## config.mk

```make
export PLATFORM = sky130hd
export DESIGN_NAME = lcd_bus_ctrl
export DESIGN_NICKNAME = d
export VERILOG_FILES = /design/src/rtl/lcd_bus_ctrl.sv
export SDC_FILE = /design/constraint.sdc
export NUM_CORES = 1
export LEC_CHECK = 0
export BUFFER_PORTS_ARGS = -buffer_cell sky130_fd_sc_hd__buf_2
export CORE_MARGIN = 2
export CORE_UTILIZATION = 57
export DETAILED_ROUTE_END_ITERATION = 10
export PLACE_DENSITY = 0.8
export SETUP_SLACK_MARGIN = 0.15
export SYNTH_ARGS = -nofsm -noshare
export SYNTH_HDL_FRONTEND = slang
export SYNTH_SLANG_ARGS = --single-unit
```

## constraint.sdc

```tcl
create_clock -name clk -period 2.7 [get_ports clk]
set_input_delay 0.675 -clock clk [delete_from_list [all_inputs] [get_ports clk]]
set_output_delay 0.675 -clock clk [all_outputs]
set_load 0.005 [all_outputs]
```

## src/rtl/lcd_bus_ctrl.sv

```systemverilog
// 8080-style LCD bus controller: panel reset, init ROM playback, window setup, then pixel streaming.
// Each bus word takes two ticks; host/pixel ports see ready for one clk on an idle tick only.
module lcd_bus_ctrl #(
  parameter int DATA_W         = 16,
  parameter int CLK_DIV        = 20,
  parameter int RST_LOW_TICKS  = 25000,
  parameter int RST_WAIT_TICKS = 25000,
  parameter int INIT_LEN       = 134,
  parameter int ROM_AW         = 8,
  parameter int H_RES          = 854,
  parameter int V_RES          = 480
) (
  input  logic              clk,
  input  logic              reset,
  output logic [ROM_AW-1:0] rom_addr,
  input  logic [DATA_W:0]   rom_data,
  input  logic              cmd_valid,
  input  logic              cmd_rs,
  input  logic [DATA_W-1:0] cmd_data,
  output logic              cmd_ready,
  input  logic              pix_valid,
  input  logic [DATA_W-1:0] pix_data,
  output logic              pix_ready,
  output logic              frame_done,
  output logic [DATA_W-1:0] lcd_data,
  output logic              rst,
  output logic              cs,
  output logic              rs,
  output logic              wr,
  output logic              lcd_init_done
);

  localparam logic [2:0] ST_RST_LOW  = 3'd0;
  localparam logic [2:0] ST_RST_WAIT = 3'd1;
  localparam logic [2:0] ST_INIT     = 3'd2;
  localparam logic [2:0] ST_WIN      = 3'd3;
  localparam logic [2:0] ST_STREAM   = 3'd4;

  localparam int                DIV_W      = (CLK_DIV > 2) ? $clog2(CLK_DIV) : 1;
  localparam logic [DIV_W-1:0]  DIV_LAST   = DIV_W'(CLK_DIV - 1);
  localparam logic [31:0]       LOW_LAST   = 32'(RST_LOW_TICKS - 1);
  localparam logic [31:0]       WAIT_LAST  = 32'(RST_WAIT_TICKS - 1);
  localparam logic [ROM_AW-1:0] INIT_LAST  = ROM_AW'(INIT_LEN - 1);
  localparam logic [31:0]       FRAME_LAST = 32'(H_RES * V_RES - 1);
  localparam logic [15:0]       H_LAST     = 16'(H_RES - 1);
  localparam logic [15:0]       V_LAST     = 16'(V_RES - 1);
  localparam logic [3:0]        WIN_LAST   = 4'd10;
  localparam logic [DATA_W-1:0] OP_CASET   = DATA_W'(8'h2A);
  localparam logic [DATA_W-1:0] OP_PASET   = DATA_W'(8'h2B);
  localparam logic [DATA_W-1:0] OP_RAMWR   = DATA_W'(8'h2C);

  logic [2:0]        state;
  logic [DIV_W-1:0]  div_cnt;
  logic              tick;
  logic [31:0]       wait_cnt;
  logic              phase_b;
  logic [3:0]        win_idx;
  logic [31:0]       pix_cnt;
  logic              restart;

  logic              idle_slot;
  logic              cmd_take;
  logic              pix_take;
  logic              word_start;
  logic              word_rs;
  logic [DATA_W-1:0] word_dat;
  logic              win_rs;
  logic [DATA_W-1:0] win_dat;

  assign tick      = (div_cnt == DIV_LAST);
  assign idle_slot = (state == ST_STREAM) && !phase_b && tick;

  // A pending RAMWR restart owns the slot, so the host is held off too rather than accepted and lost.
  assign cmd_ready = idle_slot && !restart;
  assign pix_ready = cmd_ready && !cmd_valid;
  assign cmd_take  = cmd_valid && cmd_ready;
  assign pix_take  = pix_valid && pix_ready;

  always_comb begin
    win_rs  = 1'b1;
    win_dat = '0;
    case (win_idx)
      4'd0: begin
        win_rs  = 1'b0;
        win_dat = OP_CASET;
      end
      4'd3:  win_dat = DATA_W'(H_LAST[15:8]);
      4'd4:  win_dat = DATA_W'(H_LAST[7:0]);
      4'd5: begin
        win_rs  = 1'b0;
        win_dat = OP_PASET;
      end
      4'd8:  win_dat = DATA_W'(V_LAST[15:8]);
      4'd9:  win_dat = DATA_W'(V_LAST[7:0]);
      4'd10: begin
        win_rs  = 1'b0;
        win_dat = OP_RAMWR;
      end
      default: ;
    endcase
  end

  // Selects the word whose phase A is launched on this tick, if any.
  always_comb begin
    word_start = 1'b0;
    word_rs    = 1'b1;
    word_dat   = '0;
    case (state)
      ST_RST_WAIT: begin
        if (tick && (wait_cnt == WAIT_LAST)) begin
          word_start = 1'b1;
          word_rs    = rom_data[DATA_W];
          word_dat   = rom_data[DATA_W-1:0];
        end
      end
      ST_INIT: begin
        if (tick && !phase_b) begin
          word_start = 1'b1;
          word_rs    = rom_data[DATA_W];
          word_dat   = rom_data[DATA_W-1:0];
        end
      end
      ST_WIN: begin
        if (tick && !phase_b) begin
          word_start = 1'b1;
          word_rs    = win_rs;
          word_dat   = win_dat;
        end
      end
      ST_STREAM: begin
        if (idle_slot && restart) begin
          word_start = 1'b1;
          word_rs    = 1'b0;
          word_dat   = OP_RAMWR;
        end else if (cmd_take) begin
          word_start = 1'b1;
          word_rs    = cmd_rs;
          word_dat   = cmd_data;
        end else if (pix_take) begin
          word_start = 1'b1;
          word_rs    = 1'b1;
          word_dat   = pix_data;
        end
      end
      default: ;
    endcase
  end

  always_ff @(posedge clk or negedge reset) begin
    if (!reset) begin
      state         <= ST_RST_LOW;
      div_cnt       <= '0;
      wait_cnt      <= '0;
      phase_b       <= 1'b0;
      win_idx       <= '0;
      pix_cnt       <= '0;
      restart       <= 1'b0;
      rom_addr      <= '0;
      rst           <= 1'b0;
      cs            <= 1'b1;
      rs            <= 1'b1;
      wr            <= 1'b1;
      lcd_data      <= '0;
      lcd_init_done <= 1'b0;
      frame_done    <= 1'b0;
    end else begin
      frame_done <= 1'b0;
      div_cnt    <= tick ? '0 : div_cnt + 1'b1;

      if (word_start) begin
        cs       <= 1'b0;
        wr       <= 1'b0;
        rs       <= word_rs;
        lcd_data <= word_dat;
        phase_b  <= 1'b1;
      end else if (tick && phase_b) begin
        wr      <= 1'b1;
        phase_b <= 1'b0;
      end

      if (tick) begin
        case (state)
          ST_RST_LOW: begin
            if (wait_cnt == LOW_LAST) begin
              rst      <= 1'b1;
              wait_cnt <= '0;
              state    <= ST_RST_WAIT;
            end else begin
              wait_cnt <= wait_cnt + 32'd1;
            end
          end
          ST_RST_WAIT: begin
            if (wait_cnt == WAIT_LAST) begin
              wait_cnt <= '0;
              state    <= ST_INIT;
            end else begin
              wait_cnt <= wait_cnt + 32'd1;
            end
          end
          ST_INIT: begin
            if (phase_b) begin
              rom_addr <= rom_addr + 1'b1;
              if (rom_addr == INIT_LAST) state <= ST_WIN;
            end
          end
          ST_WIN: begin
            if (phase_b) begin
              if (win_idx == WIN_LAST) begin
                state         <= ST_STREAM;
                lcd_init_done <= 1'b1;
              end else begin
                win_idx <= win_idx + 4'd1;
              end
            end
          end
          ST_STREAM: begin
            if (!phase_b && restart) restart <= 1'b0;
          end
          default: state <= ST_RST_LOW;
        endcase
      end

      if (pix_take) begin
        if (pix_cnt == FRAME_LAST) begin
          pix_cnt    <= '0;
          frame_done <= 1'b1;
          restart    <= 1'b1;
        end else begin
          pix_cnt <= pix_cnt + 32'd1;
        end
      end
    end
  end

endmodule

```

### Word level (Yosys, flattened, before mapping)

Cells that the tools add are included.

| storage, ports and cells | value |
|---|---|
| register bits after elaboration | 108 |
| word-level logic and storage cells | 110 |
| output and inout bits | 32 |
| input bits | 54 |

| operators by class | value |
|---|---|
| reductions and logical operators | 26 |
| bitwise operators | 2 |
| mux-type cells | 42 |
| add/sub/neg operators | 5 |
| equality and inequality tests | 20 |

Operators by type and width:

| kind | number |
|---|---|
| $mux 16 | 6 |
| $add 32x1->32 const B | 2 |
| $mux 32 | 2 |
| $pmux 16 s4 | 1 |
| $pmux 8 s7 | 1 |
| $eq 32x15->1 const B | 1 |
| $eq 32x19->1 const B | 1 |
| $mux 1 | 22 |
| $mux 3 | 6 |
| $pmux 3 s5 | 1 |
| $eq 4x4->1 const B | 3 |
| $ne 2x2->1 const B | 6 |
| $logic_and 1x1->1 | 11 |
| $add 8x1->8 const B | 1 |
| $eq 4x3->1 const B | 2 |
| $eq 8x8->1 const B | 1 |
| $reduce_and 4->1 | 2 |
| $reduce_and 8->1 | 1 |
| $eq 3x2->1 const B | 2 |
| $reduce_and 3->1 | 2 |
| $add 5x1->5 const B | 1 |
| $eq 5x5->1 const B | 1 |
| $mux 5 | 1 |
| $add 4x1->4 const B | 1 |
| 13 further kinds | 17 |

### Logic depth before layout (Yosys ltp)

Gate-level depths: netlist of run 1.

| logic depth | value |
|---|---|
| depth after elaboration | 11 |
| gate-level depth with buffers | 8 |
| gate-level depth less buffers | 7 |

### Least setup slack after synthesis of run 1

OpenSTA, ideal clock, no wires.

| path | value |
|---|---|
| kind | input port to flip-flop |
| start | input cmd_valid |
| end | register pix_cnt[8] |
| stages on the path | 8 |
| setup time | 0.118 ns |
| required time | 2.582 ns |
| arrival | 2.020 ns |
| slack | 0.562 ns |
| cell sequence | buf_2 > nor3b_1 > and4_1 > buf_4 > buf_4 > buf_2 > o21ai_0 > a21o_1 |

| on the way | value |
|---|---|
| cells in the longest elaborated chain, start to end | 3 |

RTL lines:

| element | RTL line | source |
|---|---|---|
| start: declaration | 17 | `input logic cmd_valid,` |
| $logic_not 1->1 | 75 | `assign pix_ready = cmd_ready && !cmd_valid;` |
| $logic_and 1x1->1 | 75 |  |
| $logic_and 1x1->1 | 77 | `assign pix_take = pix_valid && pix_ready;` |
| end signal: assignment | 229 | `pix_cnt <= pix_cnt + 32'd1;` |
| end: declaration | 58 | `logic [31:0] pix_cnt;` |

Every way passes these cells.
A chain may end at the register's enable or synchronous reset.

### Worst setup path in the final report of run 1

| path | value |
|---|---|
| start | register div_cnt[0] |
| end | output pix_ready |

| on the way | value |
|---|---|
| cells in the longest elaborated chain, start to end | 4 |

RTL lines:

| element | RTL line | source |
|---|---|---|
| start: declaration | 53 | `logic [DIV_W-1:0] div_cnt;` |
| start signal: assignment | 168 | `div_cnt <= tick ? '0 : div_cnt + 1'b1;` |
| $eq 5x5->1 | 70 | `assign tick = (div_cnt == DIV_LAST);` |
| $logic_and 1x1->1 | 71 | `assign idle_slot = (state == ST_STREAM) && !phase_b && tick;` |
| $logic_and 1x1->1 | 74 | `assign cmd_ready = idle_slot && !restart;` |
| $logic_and 1x1->1 | 75 |  |
| end: declaration | 23 | `output logic pix_ready,` |

Every way passes these cells.

==> impl_metrics.env, run 1 <==
export IMPL_num_rows=36
export IMPL_powerDensity_mw_per_mm2=422
export IMPL_peakVddDrop_v=0.000293
export IMPL_die_w_um=104
export IMPL_clock_latency_ns=0.39
export IMPL_synth_cell_types=63
export IMPL_synth_cells=558
export IMPL_worst_slew_pin_slew_ns=0.901
export IMPL_finalCritPeriodShare=0.912
export IMPL_via_per_inst=5.98
export IMPL_finalSetupViolCount=0
export IMPL_first_global_vias=4818
export IMPL_post_route_min_period_ns=2.46
export IMPL_wl_um=13200
export IMPL_synth_main_ff_cell="dfrtp_1"
export IMPL_grt_first_pass_wirelength_um=22400
export IMPL_grt_usage=0.251
export IMPL_fp_dieH_um=104
export IMPL_portBuffers=85
export IMPL_r2r_end="rs$_DFFE_PN1P_"
export IMPL_detail_route_iter0_violations=268
export IMPL_antenna_cells=0
export IMPL_h_tree_depth=3
export IMPL_cts_root_buf="clkbuf_8"
export IMPL_synth_warnings=0
export IMPL_synth_seq_area_share=0.474
export IMPL_numCtsBuffers=9
export IMPL_r2r_start="wait_cnt[15]$_DFFE_PN0P_"
export IMPL_finalNonFillerCells=789
export IMPL_leakage_nw=3.14
export IMPL_yosys_area_top_type_share=0.461
export IMPL_synth_area_leader_cell="dfrtp_1"
export IMPL_end_kind="output port"
export IMPL_r2r_slack_ns=0.26
export IMPL_drive_gt1_frac=0.233
export IMPL_finClkSkew_ns=0.0160
export IMPL_avgSynthCellArea_um2=10.2
export IMPL_final_nets=714
export IMPL_finalHoldViolCount=0
export IMPL_rsz0062_at_grt="false"
export IMPL_path_max_fanout=5
export IMPL_cp_required_ns=2.03
export IMPL_arrival_ns=1.79
export IMPL_grt_overflow_total=0
export IMPL_start_util=0.586
export IMPL_syn2layout_area_growth_pct=15.5
export IMPL_gp_congestion=0.887
export IMPL_placed_cells=771
export IMPL_fmax_mhz=406
export IMPL_clk_path_buf_depth=2
export IMPL_detail_route_wl_per_cell_um=16.7
export IMPL_fp_dieArea_mm2=0.0108
export IMPL_crit_type="flop to output port"
export IMPL_pin_count=86
export IMPL_hold_ws_ns=0.200
export IMPL_max_cap_violations=0
export IMPL_slew_headroom=0.397
export IMPL_detail_route_antenna_nets=0
export IMPL_fin_setup_tns_ns=0
export IMPL_antenna_found_initial=0
export IMPL_synth_edf_count=0
export IMPL_syn_area_mm2=0.00571
export IMPL_via_count=4715
export IMPL_synth_seq_cells=108
export IMPL_grt_max_degree=70
export IMPL_syn_num_nets=621
export IMPL_design_core_area_mm2=0.00973
export IMPL_synth_area_leaders="dfrtp_1 46%, xnor2_1 5.4%, xor2_1 4.5%, nand2_1 2.9%, nor2_1 2.7%"
export IMPL_hold_class="primary input to async pin"
export IMPL_cts_tree="yes"
export IMPL_drv_slew=0
export IMPL_reg2regPathDepth=6
export IMPL_path_clk_slew_ns=0.12
export IMPL_startpoint_type="flop"
export IMPL_clock_sinks=108
export IMPL_status="finished, final reports clean"
export IMPL_synthArstFlopShare=1.00
export IMPL_drtPass1Iterations=5
export IMPL_drc=0
export IMPL_dp_hpwl_um=9560
-- stage by stage --
stage / utilization / cell area [um^2] / setup WS, ns / power (mW)
after global routing: 0.677 / 6590 / 0.144 / 2.88
after CTS: 0.674 / 6560 / 0.206 / 2.80
after global placement: 0.650 / 6330 / 0.309 / 1.75
after floorplan: - / 5710 / 0.562 / 1.66
after detailed placement: 0.650 / 6330 / 0.206 / 1.75
final: 0.677 / 6590 / 0.238 / 2.78
-- worst max-delay path by stage --
stage | startpoint | end | slack [ns]
4_1_cts | div_cnt[0]$_DFF_PN0_ | cmd_ready | 0.21
3_5_place_dp | div_cnt[0]$_DFF_PN0_ | rs$_DFFE_PN1P_ | 0.21
3_3_place_gp | div_cnt[0]$_DFF_PN0_ | rs$_DFFE_PN1P_ | 0.31
2_1_floorplan | cmd_valid | pix_cnt[8]$_DFFE_PN0N_ | 0.56
5_1_grt | div_cnt[0]$_DFF_PN0_ | pix_ready | 0.14
6_report | div_cnt[0]$_DFF_PN0_ | pix_ready | 0.24
-- worst max-delay path, stage by stage, from the launching register on --
cell      delay (ns)
dfrtp_1         0.42
ha_4            0.19
and4bb_4        0.27
nand3_2         0.16
nor3_2          0.23
buf_2           0.15
-- cell type report --
class | count | area [um^2]
clock buffers | 9 | 124
clock inverters | 7 | 90.1
fillers | 771 | 3140
inverters | 20 | 75.1
multi-input cells | 408 | 2850
flip-flops and latches | 108 | 2710
well taps | 133 | 166
repair buffers | 104 | 583
-- registers in the layout (all words and copies together), names as in the netlist, 3 cells and up --
signal / cells
wait_cnt: 32
state: 3
div_cnt: 5
win_idx: 4
rom_addr: 8
pix_cnt: 32
lcd_data: 16
-- synth_stat cells (3+ instances only) --
master and count:
and4_1 6, o21ai_0 21, nand3b_1 5, clkbuf_1 7, nor2_1 41, dfrtp_1 105
nand2_1 44, or3_1 3, nor4_2 3, mux2i_1 5, nand2b_1 4, xor2_1 29
a221oi_1 4, nor3_1 21, inv_1 20, a21o_1 5, nor3_2 5, a31oi_1 4
buf_2 12, nand4_1 18, xnor2_1 35, and2_1 5, nor4_1 12, a21oi_1 9
nand3_1 23, nor4b_1 4, or2_2 3, and3_1 20, o31ai_1 3, ha_1 9
dfstp_2 3, a22o_1 13, nor2b_1 7, a221o_1 12
-- report_power, final --
| part | total, mW | internal [mW] | switching, mW |
|---|---|---|---|
| clock network | 1.07 | 0.457 | 0.610 |
| registers | 1.62 | 1.62 | 0.00130 |
| logic | 0.0929 | 0.0403 | 0.0525 |
-- per-layer routing --
layer | track usage | wire (um)
met5 | 0 | 0
met4 | 0.0753 | 217
met3 | 0.0558 | 692
met2 | 0.428 | 6710
met1 | 0.322 | 5580
-- cell families after synthesis --
logic type                 count (synthesis)  synth area share
DFF                                      108             0.474
muxes                                      7            0.0127
and+or+nand+nor                          240             0.248
xor gates and xnor gates                  64            0.0982
AOI/OAI and AO/OA                         88             0.114
adders and majority gates                  9            0.0197
buffers and inverters                     42            0.0329
-- timing repair --
action,4_1_cts,5_1_grt
gates resized for setup,5,3
hold buffers,0,0
setup buffers,0,2
setup endpoints to repair,2,2
pin swaps,0,2
-- placed cells by master (no fill, tap or decap), drive strengths merged, types with 4 or more instances in the layout --
master  count
a21o        5
a21oi       9
a221o      12
a221oi      4
a22o       13
a31oi       4
and2        5
and3       20
and4        6
buf       104
clkbuf      9
dfrtp     105
ha          9
inv        25
mux2i       5
nand2      44
nand2b      4
nand3      23
nand3b      5
nand4      22
nor2       41
nor2b       7
nor3       26
nor4       16
nor4b       4
o21ai      21
or2         4
xnor2      35
xor2       29
No activity file was read; power rests on OpenSTA's default activity.
==> inputs of run 2 (changes only) <==
--- a/config.mk
+++ b/config.mk
@@ -5,11 +5,12 @@
 export SDC_FILE = /design/constraint.sdc
 export NUM_CORES = 1
 export LEC_CHECK = 0
+export ABC_AREA = 1
 export BUFFER_PORTS_ARGS = -buffer_cell sky130_fd_sc_hd__buf_2
 export CORE_MARGIN = 2
-export CORE_UTILIZATION = 57
+export CORE_UTILIZATION = 59
 export DETAILED_ROUTE_END_ITERATION = 10
-export PLACE_DENSITY = 0.8
+export PLACE_DENSITY = 0.81
 export SETUP_SLACK_MARGIN = 0.15
 export SYNTH_ARGS = -nofsm -noshare
 export SYNTH_HDL_FRONTEND = slang
==> run 2 against run 1 <==
Net effect:
- utilization increased by 0.60 points
- register-to-register slack better by 0.32 ns
- via count rose by 42%
- non-clock buffer count decreased by 8
- sequential share of layout area is 6.2 points lower
- critical endpoint unchanged
- largest cell class unchanged
- highest routed layer unchanged
==> impl_metrics.env, run 2 <==
export IMPL_status="finished, final reports clean"
export IMPL_detail_route_antenna_nets=0
export IMPL_fp_dieH_um=112
export IMPL_gp_congestion=0.977
export IMPL_detail_route_wl_per_cell_um=13.7
export IMPL_first_global_vias=6298
export IMPL_start_util=0.604
export IMPL_post_route_util=0.684
export IMPL_clock_latency_ns=0.36
export IMPL_finalSetupViolCount=0
export IMPL_detail_route_iter0_violations=738
export IMPL_grt_overflow_total=0
export IMPL_design_core_area_mm2=0.0114
export IMPL_syn_num_nets=1062
export IMPL_grt_first_pass_wirelength_um=29400
export IMPL_synth_seq_cells=108
export IMPL_synthArstFlopShare=1.00
export IMPL_antenna_found_initial=0
export IMPL_startpoint_type="flop"
export IMPL_synth_cell_types=37
export IMPL_avgSynthCellArea_um2=6.87
export IMPL_yosys_area_top_type_share=0.383
export IMPL_cts_tree="yes"
export IMPL_synth_warnings=0
export IMPL_h_tree_depth=3
export IMPL_synth_edf_count=0
export IMPL_powerDensity_mw_per_mm2=403
export IMPL_finalCritPeriodShare=0.904
export IMPL_rsz0062_at_grt="false"
export IMPL_arrival_ns=1.77
export IMPL_portBuffers=85
export IMPL_synth_seq_area_share=0.394
export IMPL_dp_hpwl_um=12900
export IMPL_worst_slew_pin_slew_ns=0.654
export IMPL_slew_headroom=0.561
export IMPL_synth_most_common_cell="nand2_1"
export IMPL_clk_path_buf_depth=2
export IMPL_drc=0
export IMPL_via_count=6717
export IMPL_num_rows=39
export IMPL_peakVddDrop_v=0.000386
export IMPL_fp_dieArea_mm2=0.0125
export IMPL_clock_sinks=108
export IMPL_synth_area_leaders="dfrtp_1 38%, nand2_1 15%, nand3_1 9.4%, nor2_1 7.8%, inv_1 6.7%"
export IMPL_finalHoldViolCount=0
export IMPL_synth_main_ff_cell="dfrtp_1"
export IMPL_path_clk_slew_ns=0.08
export IMPL_fmax_mhz=410
export IMPL_synth_commonest_cells="268 x nand2_1, 142 x nor2_1, 129 x nand3_1"
export IMPL_drtPass1Iterations=6
export IMPL_die_w_um=112
export IMPL_synth_cells=999
export IMPL_drive_gt1_frac=0.121
export IMPL_leakage_nw=3.85
export IMPL_path_max_fanout=8
export IMPL_grt_usage=0.287
export IMPL_fill_cells=987
export IMPL_finClkSkew_ns=0.00717
export IMPL_end_kind="output port"
export IMPL_wl_um=17000
export IMPL_synth_area_leader_cell="dfrtp_1"
export IMPL_final_nets=1153
export IMPL_final_cell_mix="268 x nand2_1, 142 x nor2_1, 129 x nand3_1, 123 x inv_1, 105 x dfrtp_1"
export IMPL_hold_class="primary input to async pin"
export IMPL_via_per_inst=5.43
export IMPL_layout_commonest_cell="nand2_1"
export IMPL_syn_area_mm2=0.00686
export IMPL_seq_area_mm2=0.00271
export IMPL_syn2layout_area_growth_pct=13.2
export IMPL_grt_max_degree=52
export IMPL_top_regs="pix_cnt (32), wait_cnt (32), lcd_data (16)"
export IMPL_post_route_min_period_ns=2.44
export IMPL_numCtsBuffers=9
export IMPL_drv_slew=0
export IMPL_multiInputGateArea_mm2=0.00360
export IMPL_fin_setup_tns_ns=0
export IMPL_crit_type="flop to output port"
export IMPL_cp_required_ns=2.03
export IMPL_pin_count=86
export IMPL_antenna_cells=0
export IMPL_max_cap_violations=0
export IMPL_cts_root_buf="clkbuf_16"
run 2: cell count changes after synthesis, sizes merged, moves of 9 or more:
| cell | change |
|---|---|
| nor4 | -16 |
| nand3 | +109 |
| a22o | -13 |
| nor3 | +14 |
| o21ai | +32 |
| nor2 | +108 |
| nand2 | +227 |
| a221o | -12 |
| xnor2 | -25 |
| a21oi | +9 |
| and3 | -19 |
| nand4 | +9 |
| inv | +103 |
run 2: worst max-delay path, stage by stage, from the launching register on:
cell	delay, ns
dfrtp_1	0.39
ha_2	0.22
nand2_1	0.06
inv_1	0.10
nand2_4	0.12
nor2_8	0.15
nand2_4	0.09
nor2_4	0.15
buf_2	0.13
run 2: repair_timing:
action                                 4_1_cts  5_1_grt
endpoints found under the hold margin        0        0
pin swaps                                    0        2
hold buffers                                 0        0
setup endpoints to repair                    1        1
buffers inserted                             0        1
gates resized for setup                      1        1
run 2: cell families after synthesis:
kind of cell | count (synthesis) | synth area share
adder cells (fa/ha/maj) | 9 | 0.0164
flip-flops | 108 | 0.394
AND/OR/NAND/NOR | 628 | 0.402
XOR/XNOR | 33 | 0.0421
AO/OA/AOI/OAI | 81 | 0.0627
buffers and inverters | 140 | 0.0820
run 2: layer usage:
metal / GRT usage / vias up / wire length, um
li1: - / 3405 / -
met2: 0.459 / 263 / 7820
met4: 0.0708 / 0 / 293
met1: 0.402 / 3027 / 7660
met5: 0 / - / 0
met3: 0.0615 / 22 / 1210
run 2: worst paths after layout:
path	cells past startpoint	to	from	slack (ns)
worst max-delay path	8	pix_ready	div_cnt[0]$_DFF_PN0_	0.26
worst min-delay path	1	rom_addr[2]$_DFFE_PN0P_	reset	0.27
min in group clk	2	cs$_DFFE_PN1P_	cs$_DFFE_PN1P_	0.46
max in group asynchronous	2	pix_cnt[23]$_DFFE_PN0N_	reset	1.74
worst max register to register	10	pix_cnt[14]$_DFFE_PN0N_	div_cnt[0]$_DFF_PN0_	0.58
worst min register to register	2	cs$_DFFE_PN1P_	cs$_DFFE_PN1P_	0.46
run 2: area by class of cell:
cell class	instances	share of cell area
clock buffers	9	0.0290
inverters	124	0.0599
repair buffers	96	0.0673
well taps	143	0.0230
multi-input cells	751	0.464
clock inverters	7	0.00902
flip-flops and latches	108	0.348
run 2: power by group:
part / total, mW / internal [mW] / switching (mW)
Sequential: 1.65 / 1.64 / 0.0174
Combinational: 0.145 / 0.0561 / 0.0886
Clock: 1.33 / 0.653 / 0.681
run 2: stage by stage:
stage / instance area (um^2) / setup slack [ns] / hold WS, ns / std cells / power, mW
finish: 7770 / 0.258 / 0.270 / 1238 / 3.13
global route: 7770 / 0.158 / 0.296 / 1238 / 3.25
CTS: 7760 / 0.199 / 0.285 / 1237 / 3.15
detailed placement: 7460 / 0.510 / 0.451 / 1221 / 1.83
global placement: 7460 / 0.577 / 0.432 / 1221 / 1.83
floorplan: 6860 / 0.814 / 0.379 / 999 / 1.73
==> inputs of run 3 (changes only) <==
--- a/config.mk
+++ b/config.mk
@@ -8,9 +8,9 @@
 export ABC_AREA = 1
 export BUFFER_PORTS_ARGS = -buffer_cell sky130_fd_sc_hd__buf_2
 export CORE_MARGIN = 2
-export CORE_UTILIZATION = 59
+export CORE_UTILIZATION = 60
 export DETAILED_ROUTE_END_ITERATION = 10
-export PLACE_DENSITY = 0.81
+export PLACE_DENSITY = 0.82
 export SETUP_SLACK_MARGIN = 0.15
 export SYNTH_ARGS = -nofsm -noshare
 export SYNTH_HDL_FRONTEND = slang
==> constraint.sdc (replaced) <==
create_clock -name clk -period 3.1 [get_ports clk]
set_input_delay 0.775 -clock clk [delete_from_list [all_inputs] [get_ports clk]]
set_output_delay 0.775 -clock clk [all_outputs]
set_load 0.005 [all_outputs]
==> run 3 against run 2 <==
Net effect:
- clock-buffer cell count stayed put
- power decreased by 11%
- utilization rose by 0.30 points
- wire length up 3.1%
- register-to-register slack improved by 0.15 ns
- cell area down 0.42%
- cell count decreased by 0.24%
- flip-flop and latch count unchanged
- die area fell by 1.6%
- via count up 1.8%
- highest routed layer unchanged
==> impl_metrics.env, run 3 (synthesis gave the netlist of run 2 again) <==
export IMPL_startpoint="div_cnt[0]$_DFF_PN0_"
export IMPL_drtPass1Iterations=5
export IMPL_status="finished, final reports clean"
export IMPL_clock_latency_ns=0.36
export IMPL_critical_path_cell_chain="ha_1 > nand2_1 > inv_1 > nand2_4 > nor2_8 > nand2_4 > nor2_2 > buf_2"
export IMPL_drc=0
export IMPL_startpoint_type="flop"
export IMPL_max_cap_violations=0
export IMPL_placed_cells=1219
export IMPL_r2r_end="lcd_data[4]$_DFFE_PN0P_"
export IMPL_wl_um=17500
export IMPL_fp_dieArea_mm2=0.0123
export IMPL_first_global_vias=6217
export IMPL_crit_path_top_delay_cell="dfrtp_1"
export IMPL_reg2regPathDepth=10
export IMPL_slew_headroom=0.558
export IMPL_cp_required_ns=2.32
export IMPL_num_rows=39
export IMPL_cp_depth=8
export IMPL_design_core_area_mm2=0.0113
export IMPL_detail_route_antenna_nets=0
export IMPL_pin_count=86
export IMPL_powerDensity_mw_per_mm2=359
export IMPL_cts_hold_buffers=0
export IMPL_finClkSkew_ns=0.00620
export IMPL_r2r_slack_ns=0.73
export IMPL_path_clk_slew_ns=0.07
export IMPL_crit_type="flop to output port"
export IMPL_antenna_found_initial=0
export IMPL_worst_path_buf_inv=2
export IMPL_place_ws_ns=0.782
export IMPL_finalHoldViolCount=0
export IMPL_cts_tree="yes"
export IMPL_end_kind="output port"
export IMPL_arrival_ns=1.90
export IMPL_fin_setup_tns_ns=0
export IMPL_fin_ws_ns=0.427
export IMPL_finalCritPeriodShare=0.862
export IMPL_cpPeakStageDelay_ns=0.38
export IMPL_gp_congestion=0.964
export IMPL_grt_first_pass_wirelength_um=29600
export IMPL_fp_dieH_um=111
export IMPL_grt_max_degree=38
export IMPL_r2r_start="wait_cnt[0]$_DFFE_PN0P_"
export IMPL_top_regs="pix_cnt (32), wait_cnt (32), lcd_data (16)"
export IMPL_rsz0062_at_grt="false"
export IMPL_portBuffers=85
export IMPL_worst_slew_pin_slew_ns=0.661
export IMPL_endpoint="pix_ready"
export IMPL_numCtsBuffers=9
export IMPL_dp_hpwl_um=13300
export IMPL_syn2layout_area_growth_pct=12.7
export IMPL_clk_path_buf_depth=2
export IMPL_h_tree_depth=3
export IMPL_via_per_inst=5.54
export IMPL_layout_commonest_cell="nand2_1"
export IMPL_cts_setup_buffers=0
export IMPL_finalNonFillerCells=1235
export IMPL_final_nets=1150
export IMPL_hold_ws_ns=0.363
export IMPL_die_w_um=111
export IMPL_final_cell_mix="268 x nand2_1, 142 x nor2_1, 129 x nand3_1, 123 x inv_1, 105 x dfrtp_1"
export IMPL_path_max_fanout=8
export IMPL_cts_root_buf="clkbuf_16"
export IMPL_drv_slew=0
export IMPL_peakVddDrop_v=0.000447
export IMPL_grt_usage=0.291
export IMPL_via_count=6837
export IMPL_crit_top_cell="nand2_4"
export IMPL_fill_cells=999
export IMPL_total_power_mw=2.78
export IMPL_path_delay_family="simple AND/OR/NAND/NOR gates"
export IMPL_drive_gt1_frac=0.117
export IMPL_hold_class="primary input to async pin"
export IMPL_detail_route_iter0_violations=691
export IMPL_start_util=0.609
export IMPL_fmax_mhz=374
export IMPL_finalSetupViolCount=0
export IMPL_post_route_min_period_ns=2.67
export IMPL_detail_route_wl_per_cell_um=14.2
export IMPL_clock_sinks=108
export IMPL_cts_resized_gates=0
export IMPL_grt_overflow_total=0
export IMPL_antenna_cells=0
export IMPL_leakage_nw=3.84
[run 3: cell count changes in the layout (fill, tap and decap cells not counted), sizes merged]
cell and change:
clkinvlp +1, bufinv +1, inv +1, buf -3, clkinv -3
[run 3: worst min-delay path by stage]
stage,startpoint,to,depth (start not counted)
floorplan,div_cnt[0]$_DFF_PN0_,div_cnt[0]$_DFF_PN0_,1
global placement,rst$_DFFE_PN0P_,rst$_DFFE_PN0P_,1
detailed placement,cs$_DFFE_PN1P_,cs$_DFFE_PN1P_,2
CTS,reset,lcd_data[4]$_DFFE_PN0P_,1
global route,reset,rst$_DFFE_PN0P_,1
finish,reset,rst$_DFFE_PN0P_,1
[run 3: layout make-up]
type / instances / area (um^2) / share of cell area
Clock inverter: 7 / 80.1 / 0.0103
Inverter: 124 / 465 / 0.0601
Clock buffer: 9 / 225 / 0.0291
Tap cell: 143 / 179 / 0.0231
Timing Repair Buffer: 93 / 488 / 0.0631
Multi-Input combinational cell: 751 / 3590 / 0.465
Sequential cell: 108 / 2710 / 0.350
[run 3: power by group]
part / internal [mW] / leakage [nW] / switching (mW)
combinational: 0.0487 / 2.30 / 0.0778
clock: 0.640 / 0.149 / 0.572
sequential: 1.42 / 1.38 / 0.0152
total: 2.11 / 3.84 / 0.665
[run 3: metal layers]
layer	share of wire	track usage	vias up
met5	0	0	-
met2	0.45	0.453	282
li1	-	-	3400
met4	0.015	0.0708	0
met1	0.46	0.423	3127
met3	0.076	0.0590	28
[run 3: per-stage QoR]
stage / instance area [um^2] / util
2_1_floorplan: 6860 / -
3_3_place_gp: 7430 / 0.659
3_5_place_dp: 7430 / 0.659
4_1_cts: 7740 / 0.687
5_1_grt: 7740 / 0.687
6_report: 7740 / 0.687
